**config.mk**
```make
export PLATFORM = sky130hd
export DESIGN_NAME = sb_stream_source
export DESIGN_NICKNAME = d
export VERILOG_FILES = /design/src/rtl/sb_stream_source.sv
export SDC_FILE = /design/constraint.sdc
export NUM_CORES = 1
export LEC_CHECK = 0
export ABC_AREA = 1
export BUFFER_PORTS_ARGS = -buffer_cell sky130_fd_sc_hd__buf_2
export CAP_MARGIN = 20
export CORE_MARGIN = 2
export CORE_UTILIZATION = 46
export CTS_CLUSTER_DIAMETER = 50
export DETAILED_ROUTE_END_ITERATION = 6
export GPL_TIMING_DRIVEN = 0
export PLACE_DENSITY = 0.78
export RECOVER_POWER = 100
export SYNTH_ARGS = -nofsm -noshare
export SYNTH_HDL_FRONTEND = slang
export SYNTH_SLANG_ARGS = --single-unit
export TNS_END_PERCENT = 30
```
**constraint.sdc**
```tcl
create_clock -name clk -period 3.39 [get_ports clk]
set_input_delay 0.1695 -clock clk [delete_from_list [all_inputs] [get_ports clk]]
set_output_delay 0.1695 -clock clk [all_outputs]
set_load 0.02 [all_outputs]
```
**src/rtl/sb_stream_source.sv**
```systemverilog
// sb_stream_source
//
// Switchboard stream traffic generator. On an accepted start it emits
// NUM_WORDS counter-valued payload words (seed, seed+1, ... mod 2^64 in the
// low 64 bits, upper bits zero), framed into packets of BURST_LEN words via
// 'last'. It then sends one all-ones terminator word and parks in DONE.
//
// Parameters
//   DW        data width (>= 128 so a payload word never equals the terminator)
//   DESTW     dest width
//   NUM_WORDS payload words per run (>= 1)
//   BURST_LEN words per packet (>= 1)
//
// Ports
//   clk        rising-edge clock
//   nreset     asynchronous active-low reset; aborts a run immediately
//   start      one-cycle run request, honoured only in IDLE or DONE
//   seed       first payload value, captured on accepted start
//   dest_base  dest for the whole run, captured on accepted start
//   data       stream data
//   dest       stream dest
//   last       end-of-packet marker
//   valid      beat present
//   ready      sink accepts the beat
//   busy       high while sending payload or terminator
//   done       high once the terminator has been accepted
//
// All outputs are registered, so valid never depends combinationally on ready.

module sb_stream_source #(
  parameter int DW        = 256,
  parameter int DESTW     = 32,
  parameter int NUM_WORDS = 16,
  parameter int BURST_LEN = 4
) (
  input  logic             clk,
  input  logic             nreset,
  input  logic             start,
  input  logic [63:0]      seed,
  input  logic [DESTW-1:0] dest_base,
  output logic [DW-1:0]    data,
  output logic [DESTW-1:0] dest,
  output logic             last,
  output logic             valid,
  input  logic             ready,
  output logic             busy,
  output logic             done
);

  // Counters are sized one bit wider than strictly needed so that the
  // incremented value after the final word never aliases back to zero.
  localparam int KW = $clog2(NUM_WORDS + 1);
  localparam int BW = $clog2(BURST_LEN + 1);

  localparam logic [KW-1:0] K_LAST = KW'(NUM_WORDS - 1);
  localparam logic [BW-1:0] B_LAST = BW'(BURST_LEN - 1);

  // A one-word run or one-word packets make the very first beat a 'last'.
  localparam logic FIRST_LAST = (NUM_WORDS == 1) || (BURST_LEN == 1);

  typedef enum logic [1:0] {
    IDLE,
    SEND,
    TERM,
    DONE
  } state_t;

  state_t          state;
  logic [KW-1:0]   k;
  logic [BW-1:0]   b;
  logic [63:0]     seed_q;

  logic            hs;
  logic [KW-1:0]   k_next;
  logic [BW-1:0]   b_next;
  logic            last_next;

  function automatic logic [DW-1:0] payload(input logic [63:0] word);
    return {{(DW-64){1'b0}}, word};
  endfunction

  // Index of the beat that follows the current one once it is accepted.
  // The burst counter restarts after any beat that carried 'last'.
  always_comb begin
    hs        = valid && ready;
    k_next    = k + KW'(1);
    b_next    = last ? '0 : b + BW'(1);
    last_next = (b_next == B_LAST) || (k_next == K_LAST);
  end

  // Data, dest and last are only rewritten on a handshake (or on start, when
  // valid is low), which keeps the beat stable while the sink stalls.
  always_ff @(posedge clk or negedge nreset) begin
    if (!nreset) begin
      state  <= IDLE;
      k      <= '0;
      b      <= '0;
      seed_q <= '0;
      data   <= '0;
      dest   <= '0;
      last   <= 1'b0;
      valid  <= 1'b0;
      busy   <= 1'b0;
      done   <= 1'b0;
    end else begin
      case (state)
        IDLE, DONE: begin
          if (start) begin
            state  <= SEND;
            seed_q <= seed;
            dest   <= dest_base;
            k      <= '0;
            b      <= '0;
            data   <= payload(seed);
            last   <= FIRST_LAST;
            valid  <= 1'b1;
            busy   <= 1'b1;
            done   <= 1'b0;
          end
        end

        SEND: begin
          if (hs) begin
            k <= k_next;
            b <= b_next;
            if (k == K_LAST) begin
              state <= TERM;
              data  <= '1;
              last  <= 1'b1;
            end else begin
              data <= payload(seed_q + 64'(k_next));
              last <= last_next;
            end
          end
        end

        TERM: begin
          if (hs) begin
            state <= DONE;
            valid <= 1'b0;
            busy  <= 1'b0;
            done  <= 1'b1;
            last  <= 1'b0;
          end
        end
      endcase
    end
  end

endmodule

```
==> impl_metrics.tcl, run 1 <==
set metrics [dict create \
    clock_path_buffers 2 \
    wl_met3_um 2760 \
    io_buffers 391 \
    clkTransAtPathRegs_ns 0.08 \
    met2_length_um 17000 \
    die_area_mm2 0.0255 \
    cp-start-kind "flip-flop" \
    start_util_pct 47.2 \
    synth_area_leaders "dfrtp_1, nand2_1, buf_4, o21ai_0, inv_1" \
    critical_path_class "flip-flop to flip-flop" \
    worstPathRequired_ns 3.77 \
    clk_latency_ns 0.44 \
    whs_path_depth 3 \
    cts.repair.resized 0 \
    layout-drive-gt1-share_pct 29.7 \
    ys_ff_latch 174 \
    outcome "finished, violations left" \
    place_ws_ns 0.518 \
    track_usage_pct 27.2 \
    cts_tree "done" \
    top_layer_used "met4" \
    ant_nets 0 \
    cp-end-kind "flip-flop" \
    hold_violations 2 \
    synthDistinctLibCells 36 \
    drt_iter0_drc 856 \
    via_per_inst 4.90 \
    clock_sinks 174 \
    drc 0 \
    fin_skew_ns 0.0136 \
    h-tree-depth 4 \
    worstPathArrival_ns 3.43 \
    wl_met1_um 14400 \
    yosys_warnings 0 \
    coreArea_mm2 0.0236 \
    cts-root-buf "clkbuf_16" \
    p_leak_uw 0.00772 \
    worst_pin_slew_ns 1.71 \
    worst_path_max_delay_cell "nand2_1" \
    cap_violations 1 \
    period_minus_slack_ns 3.05 \
    wl_per_cell_um 15.3 \
    cellPowerDensity_mw_per_mm2 829 \
    timing.hold.ws_ns -0.000547 \
    utilization_pct 61.3 \
    slowest_delay_ns 0.47 \
    grt_pass1_wl_um 55800 \
    violations "negative hold slack, max-capacitance violations, max-slew violations" \
    syn-num-nets 1613 \
    min_period_over_period_pct 90.0 \
    layout_commonest_cell "nand2_1" \
    area_growth_pct 29.8 \
    crit_path_frequent_cell "nand2_1" \
    maxSlewHeadroom_pct -13.7 \
    die_w_um 160 \
    setup_viol 0 \
    rows 56 \
    hp-class "input pin to flip-flop" \
    irDropWorstVdd_mv 0.521 \
    cp_max_fo 10 \
    vias 11200 \
    post_synth.cell_area_avg_um2 7.44 \
    wl_um 35100 \
    antenna_found_initial 1 \
    synth_cells 1499 \
    yosysSeqAreaShare_pct 39.1 \
    fmax_mhz 328 \
    slew_viol_final 66 \
    grt_max_degree 124 \
    fp.dieH_um 160 \
    fin_nets 2072 \
    yosysTopAreaCell "dfrtp_1" \
    dpl.hpwl_um 27200 \
    layout_common_cells "nand2_1, buf_2, clkbuf_4, dfrtp_1, o21ai_0" \
    grt_pass1_vias 10700 \
    layout_setup_ws_ns 0.340 \
    design.portCount 392 \
    gp_congestion 1.02 \
    grt_overflow 0 \
    grt_setup_unrepaired "false" \
    syn-cell-area_mm2 0.0111 \
    crit_chain "inv_1 > ha_1 > nand2_1 > nand2_1 > inv_1 > nand2_1 > inv_1 > nor2_1 > clkbuf_2 > clkbuf_2 > nand2_1 > nand2_1" \
    synth_top_cell_area_share_pct 39.1 \
    r2r_cells 12 \
    numCtsBuffers 17 \
    dr.pass1.iters 5 \
]
## worst max-delay path, delay by kind of cell (launching register included)
family	cells	cell delay [ns]
fa+ha+maj	1	0.36
buf+inv	5	1.19
flops	1	0.40
simple gates	6	1.03
## registers in the layout, summed over array words and instances, names as in the netlist
signal  flops
dest       32
k           5
state       2
done        1
busy        1
seed_q     64
data       65
last        1
b           3
## metal layers
| metal | vias to the layer above | GRT usage, % |
|---|---|---|
| met3 | 67 | 4.44 |
| met5 | - | 0 |
| met4 | 0 | 10.5 |
| li1 | 5470 | - |
| met2 | 513 | 46.6 |
| met1 | 5176 | 34.6 |
## metrics by stage
stage | cells | power [µW] | cell area, µm² | setup TNS [ns] | hold slack [ns]
finish | 2291 | 12000 | 14500 | 0 | -0.000547
floorplan | 1499 | 7980 | 11200 | 0 | -0.126
detailed placement | 2211 | 10100 | 13600 | 0 | 0.152
global route | 2290 | 12900 | 14500 | 0 | 0.00935
CTS | 2290 | 12200 | 14700 | 0 | 0.000460
global placement | 2209 | 9860 | 13500 | -95.41 | 0.401
## logic make-up after synthesis
family / synth area share [%]
adders and majority gates: 1.64
muxes: 3.74
DFF: 39.1
AOI/OAI and AO/OA: 8.90
and+or+nand+nor: 25.7
buffers and inverters: 19.7
xor gates and xnor gates: 1.34
## final cells by class
cell class | instances | area, µm²
multi-input combinational | 946 | 4600
fill | 2187 | 9140
clock inverter | 15 | 186
inverter | 143 | 537
antenna | 1 | 2.50
buffer | 236 | 1630
clock buffer | 17 | 425
sequential | 174 | 4360
timing repair buffer | 440 | 2340
tap | 319 | 399
## report_power, final
part / switching (µW) / internal (µW)
Combinational: 3960 / 1930
Sequential: 908 / 3150
Clock: 985 / 1070
Total: 5850 / 6140
## worst paths after layout
| kind | from | slack (ns) | end |
|---|---|---|---|
| max | state[0] | 0.34 | data[60] |
| min | seed[41] | -0.0005 | seed_q[41] |
| max reg2reg | state[0] | 0.34 | data[60] |
| min reg2reg | data[49] | 0.48 | data[49] |
| max in group asynchronous | nreset | 1.38 | data[254] |
| min in group asynchronous | nreset | 0.70 | data[42] |
## cell usage after synthesis
| library cell | count |
|---|---|
| buf_4 | 200 |
| o211ai_1 | 2 |
| o21ai_1 | 10 |
| buf_2 | 15 |
| o21a_1 | 1 |
| o21ai_2 | 2 |
| nand3_1 | 84 |
| a32o_1 | 1 |
| or2_0 | 7 |
| nor2_2 | 6 |
| nand2_2 | 6 |
| a22o_1 | 2 |
| nor2_1 | 114 |
| fa_1 | 1 |
| nand3b_1 | 14 |
| nand3_2 | 3 |
| clkinv_1 | 1 |
| and2_1 | 3 |
| nand4_1 | 12 |
| a21oi_1 | 8 |
| buf_1 | 2 |
| inv_1 | 140 |
| o221ai_1 | 2 |
| xnor2_1 | 7 |
| clkbuf_1 | 19 |
| dfrtp_1 | 174 |
| o22ai_1 | 4 |
| xor2_1 | 10 |
| a21oi_2 | 1 |
| nor2_4 | 2 |
| o21ai_0 | 155 |
| nand2_1 | 438 |
| mux2_2 | 37 |
| inv_2 | 2 |
| a21o_1 | 1 |
| ha_1 | 13 |
## what timing repair did
action,in CTS,in global routing
hold buffers,47,0
endpoints found under the hold margin,111,0
buffers inserted,0,0
Note: power is estimated with default switching activity, not from simulation.
==> inputs of run 2 (changes only) <==
--- a/config.mk
+++ b/config.mk
@@ -5,11 +5,10 @@
 export SDC_FILE = /design/constraint.sdc
 export NUM_CORES = 1
 export LEC_CHECK = 0
-export ABC_AREA = 1
 export BUFFER_PORTS_ARGS = -buffer_cell sky130_fd_sc_hd__buf_2
 export CAP_MARGIN = 20
 export CORE_MARGIN = 2
-export CORE_UTILIZATION = 46
+export CORE_UTILIZATION = 45
 export CTS_CLUSTER_DIAMETER = 50
 export DETAILED_ROUTE_END_ITERATION = 6
 export GPL_TIMING_DRIVEN = 0
==> impl_metrics.tcl, run 2 <==
set metrics [dict create \
    grt_overflow 0 \
    worstPathRequired_ns 3.70 \
    post_synth.cell_area_avg_um2 10.1 \
    top_register "data" \
    start_util_pct 46.0 \
    timing.hold.ws_ns 0.00503 \
    layout-drive-gt1-share_pct 43.4 \
    syn-cell-area_mm2 0.0101 \
    stdcell_count 1789 \
    ant_nets 0 \
    placed_area_mm2 0.0125 \
    fp.dieH_um 154 \
    min_period_over_period_pct 99.2 \
    fin_nets 1610 \
    violations "max-capacitance violations, max-slew violations" \
    dpl.hpwl_um 21500 \
    grt_setup_unrepaired "true" \
    ys_ff_latch 174 \
    worstHoldStart "seed[22]" \
    multi_input_area_mm2 0.00417 \
    crit_buf_inv 1 \
    ys.flop_type "dfrtp_1" \
    synth_edf_count 0 \
    synthMostInstantiatedCell "buf_4" \
    grt_max_degree 123 \
    cp-start-kind "flip-flop" \
    clock_sinks 174 \
    synth_compound_area_share_pct 12.0 \
    synth_mux_area_share_pct 10.9 \
    fmax_mhz 297 \
    design.portCount 392 \
    synth_area_leaders "dfrtp_1, buf_4, mux2_2, a21oi_1, o21ai_0" \
    worstPathArrival_ns 3.67 \
    fin_area_mm2 0.0139 \
    cap_violations 2 \
    worst_pin_slew_ns 2.11 \
    track_usage_pct 24.6 \
    cp-end-kind "flip-flop" \
    gp_congestion 0.926 \
    r2r_cells 11 \
    p_total_uw 11600 \
    layout_common_cells "buf_2, clkbuf_4, dfrtp_1, clkbuf_1, mux2_2" \
    dp.cells 1670 \
    clk_latency_ns 0.43 \
    slew_viol_final 156 \
    synth-xor-area-share_pct 3.99 \
    slowest_delay_ns 0.57 \
    synth_cells 997 \
    yosysTopAreaCell "dfrtp_1" \
    synthArstFlopShare_pct 100 \
    whs_path_depth 2 \
    drc 0 \
    rr_startpoint "k[0]" \
    place_ws_ns -0.499 \
    reg2reg_to "data[57]" \
    clkTransAtPathRegs_ns 0.07 \
    clock_path_buffers 2 \
    via_per_inst 5.15 \
    h-tree-depth 4 \
    die_w_um 154 \
    top_regs "data x65, seed_q x64, dest x32" \
    worst_path_max_delay_cell "a2111o_2" \
    fin_skew_ns 0.00938 \
    crit_chain "ha_2 > and3_1 > ha_4 > inv_1 > ha_4 > and3_1 > a21bo_2 > a2111o_2 > nor4_1 > xnor2_1 > a21oi_1" \
    area_growth_pct 37.7 \
    rows 54 \
    outcome "finished, violations left" \
    maxSlewHeadroom_pct -40.5 \
    drt_iter0_drc 745 \
    cellPowerDensity_mw_per_mm2 831 \
    hold_violations 0 \
    critical_path_class "flip-flop to flip-flop" \
    syn-num-nets 1111 \
    numCtsBuffers 17 \
    antenna_found_initial 1 \
    synthDistinctLibCells 61 \
    die_area_mm2 0.0237 \
    cts-root-buf "clkbuf_16" \
    critPathTopFamily "compound AO/OA/AOI/OAI gates" \
    synth_top_family_by_area "buffers and inverters" \
    layout_setup_ws_ns 0.0280 \
    hold_end "seed_q[22]" \
    n_fill_cell 1789 \
    dr.pass1.iters 5 \
    wl_um 30300 \
    cts_tree "done" \
    irDropWorstVdd_mv 0.624 \
    synthAdderAreaFrac_pct 1.81 \
    synth_top_cell_area_share_pct 43.1 \
    vias 9209 \
    cp_max_fo 6 \
    final-seq-area_mm2 0.00435 \
    layout_commonest_cell "buf_2" \
    synth_common_cells "buf_4, dfrtp_1, mux2_2, a21oi_1, nand2_1" \
    io_buffers 391 \
    wl_per_cell_um 17.0 \
    yosys_warnings 0 \
    period_minus_slack_ns 3.36 \
    hp-class "input pin to flip-flop" \
    grt_pass1_vias 8840 \
    p_leak_uw 0.00679 \
    setup_viol 0 \
    largest_reg_flops 65 \
    coreArea_mm2 0.0220 \
    reg2reg_slack_ns 0.03 \
    yosysSeqAreaShare_pct 43.1 \
    grt_pass1_wl_um 46300 \
    yosys.area_share.simple_pct 11.5 \
]
==> run 2: kinds of logic (layout without fill, tap and decap cells) <==
| group | Yosys count | count (layout) |
|---|---|---|
| compound gates | 202 | 202 |
| flops | 174 | 174 |
| xor+xnor | 46 | 46 |
| fa+ha+maj | 14 | 14 |
| other cells | 0 | 1 |
| simple gates | 210 | 210 |
| buf+inv | 253 | 764 |
| mux | 98 | 98 |
==> run 2: through the flow <==
stage	TNS [ns]	util, %
after detailed placement	-6.03	56.8
after floorplan	0	-
after CTS	0	63.6
after global routing	-0.164	63.3
after global placement	-112.57	56.5
final	0	63.3
==> run 2: worst max path at each step <==
stage	start	endpoint	slack [ns]	cells after the start
global placement	nreset	data[254]	-0.95	1
finish	k[0]	data[57]	0.03	11
detailed placement	k[0]	data[60]	-0.50	12
CTS	k[0]	data[39]	0.0002	12
global route	k[0]	data[57]	-0.06	11
floorplan	k[0]	data[33]	0.29	12
==> run 2: final cells by class <==
cell class,count,share of cell area (%)
repair buffers,480,19.7
plain buffers,236,11.8
multi-input cells,570,30.0
clock inverters,13,1.17
inverters,17,0.459
well taps,280,2.52
diodes,1,0.0180
flip-flops and latches,174,31.3
clock buffers,18,3.16
==> run 2: what timing repair did <==
item / in CTS / in global routing
endpoints found under the setup margin: 32 / 35
gates resized for setup: 10 / 11
buffers inserted: 0 / 3
pin swaps: 2 / 2
hold endpoints to repair: 165 / 0
hold buffers: 84 / 0
==> run 2: worst register-to-register path: stages (launching register included) <==
cell      delay (ns)
dfrtp_1         0.41
ha_2            0.22
and3_1          0.22
ha_4            0.29
inv_1           0.06
ha_4            0.28
and3_1          0.19
a21bo_2         0.27
a2111o_2        0.57
nor4_1          0.46
xnor2_1         0.18
a21oi_1         0.08
==> run 2: report_power, final <==
part,internal (µW),switching [µW]
Combinational,2110,3410
Sequential,3120,884
Clock,1180,857
==> run 2: per-layer routing <==
layer	share of wire, %	vias to the layer above	routed length, µm	GRT usage (%)
met2	50	452	15000	43.2
met3	7.5	85	2260	5.86
met4	4.0	0	1210	10.8
li1	-	4354	-	-
met1	39	4318	11800	28.8
met5	0	-	0	0
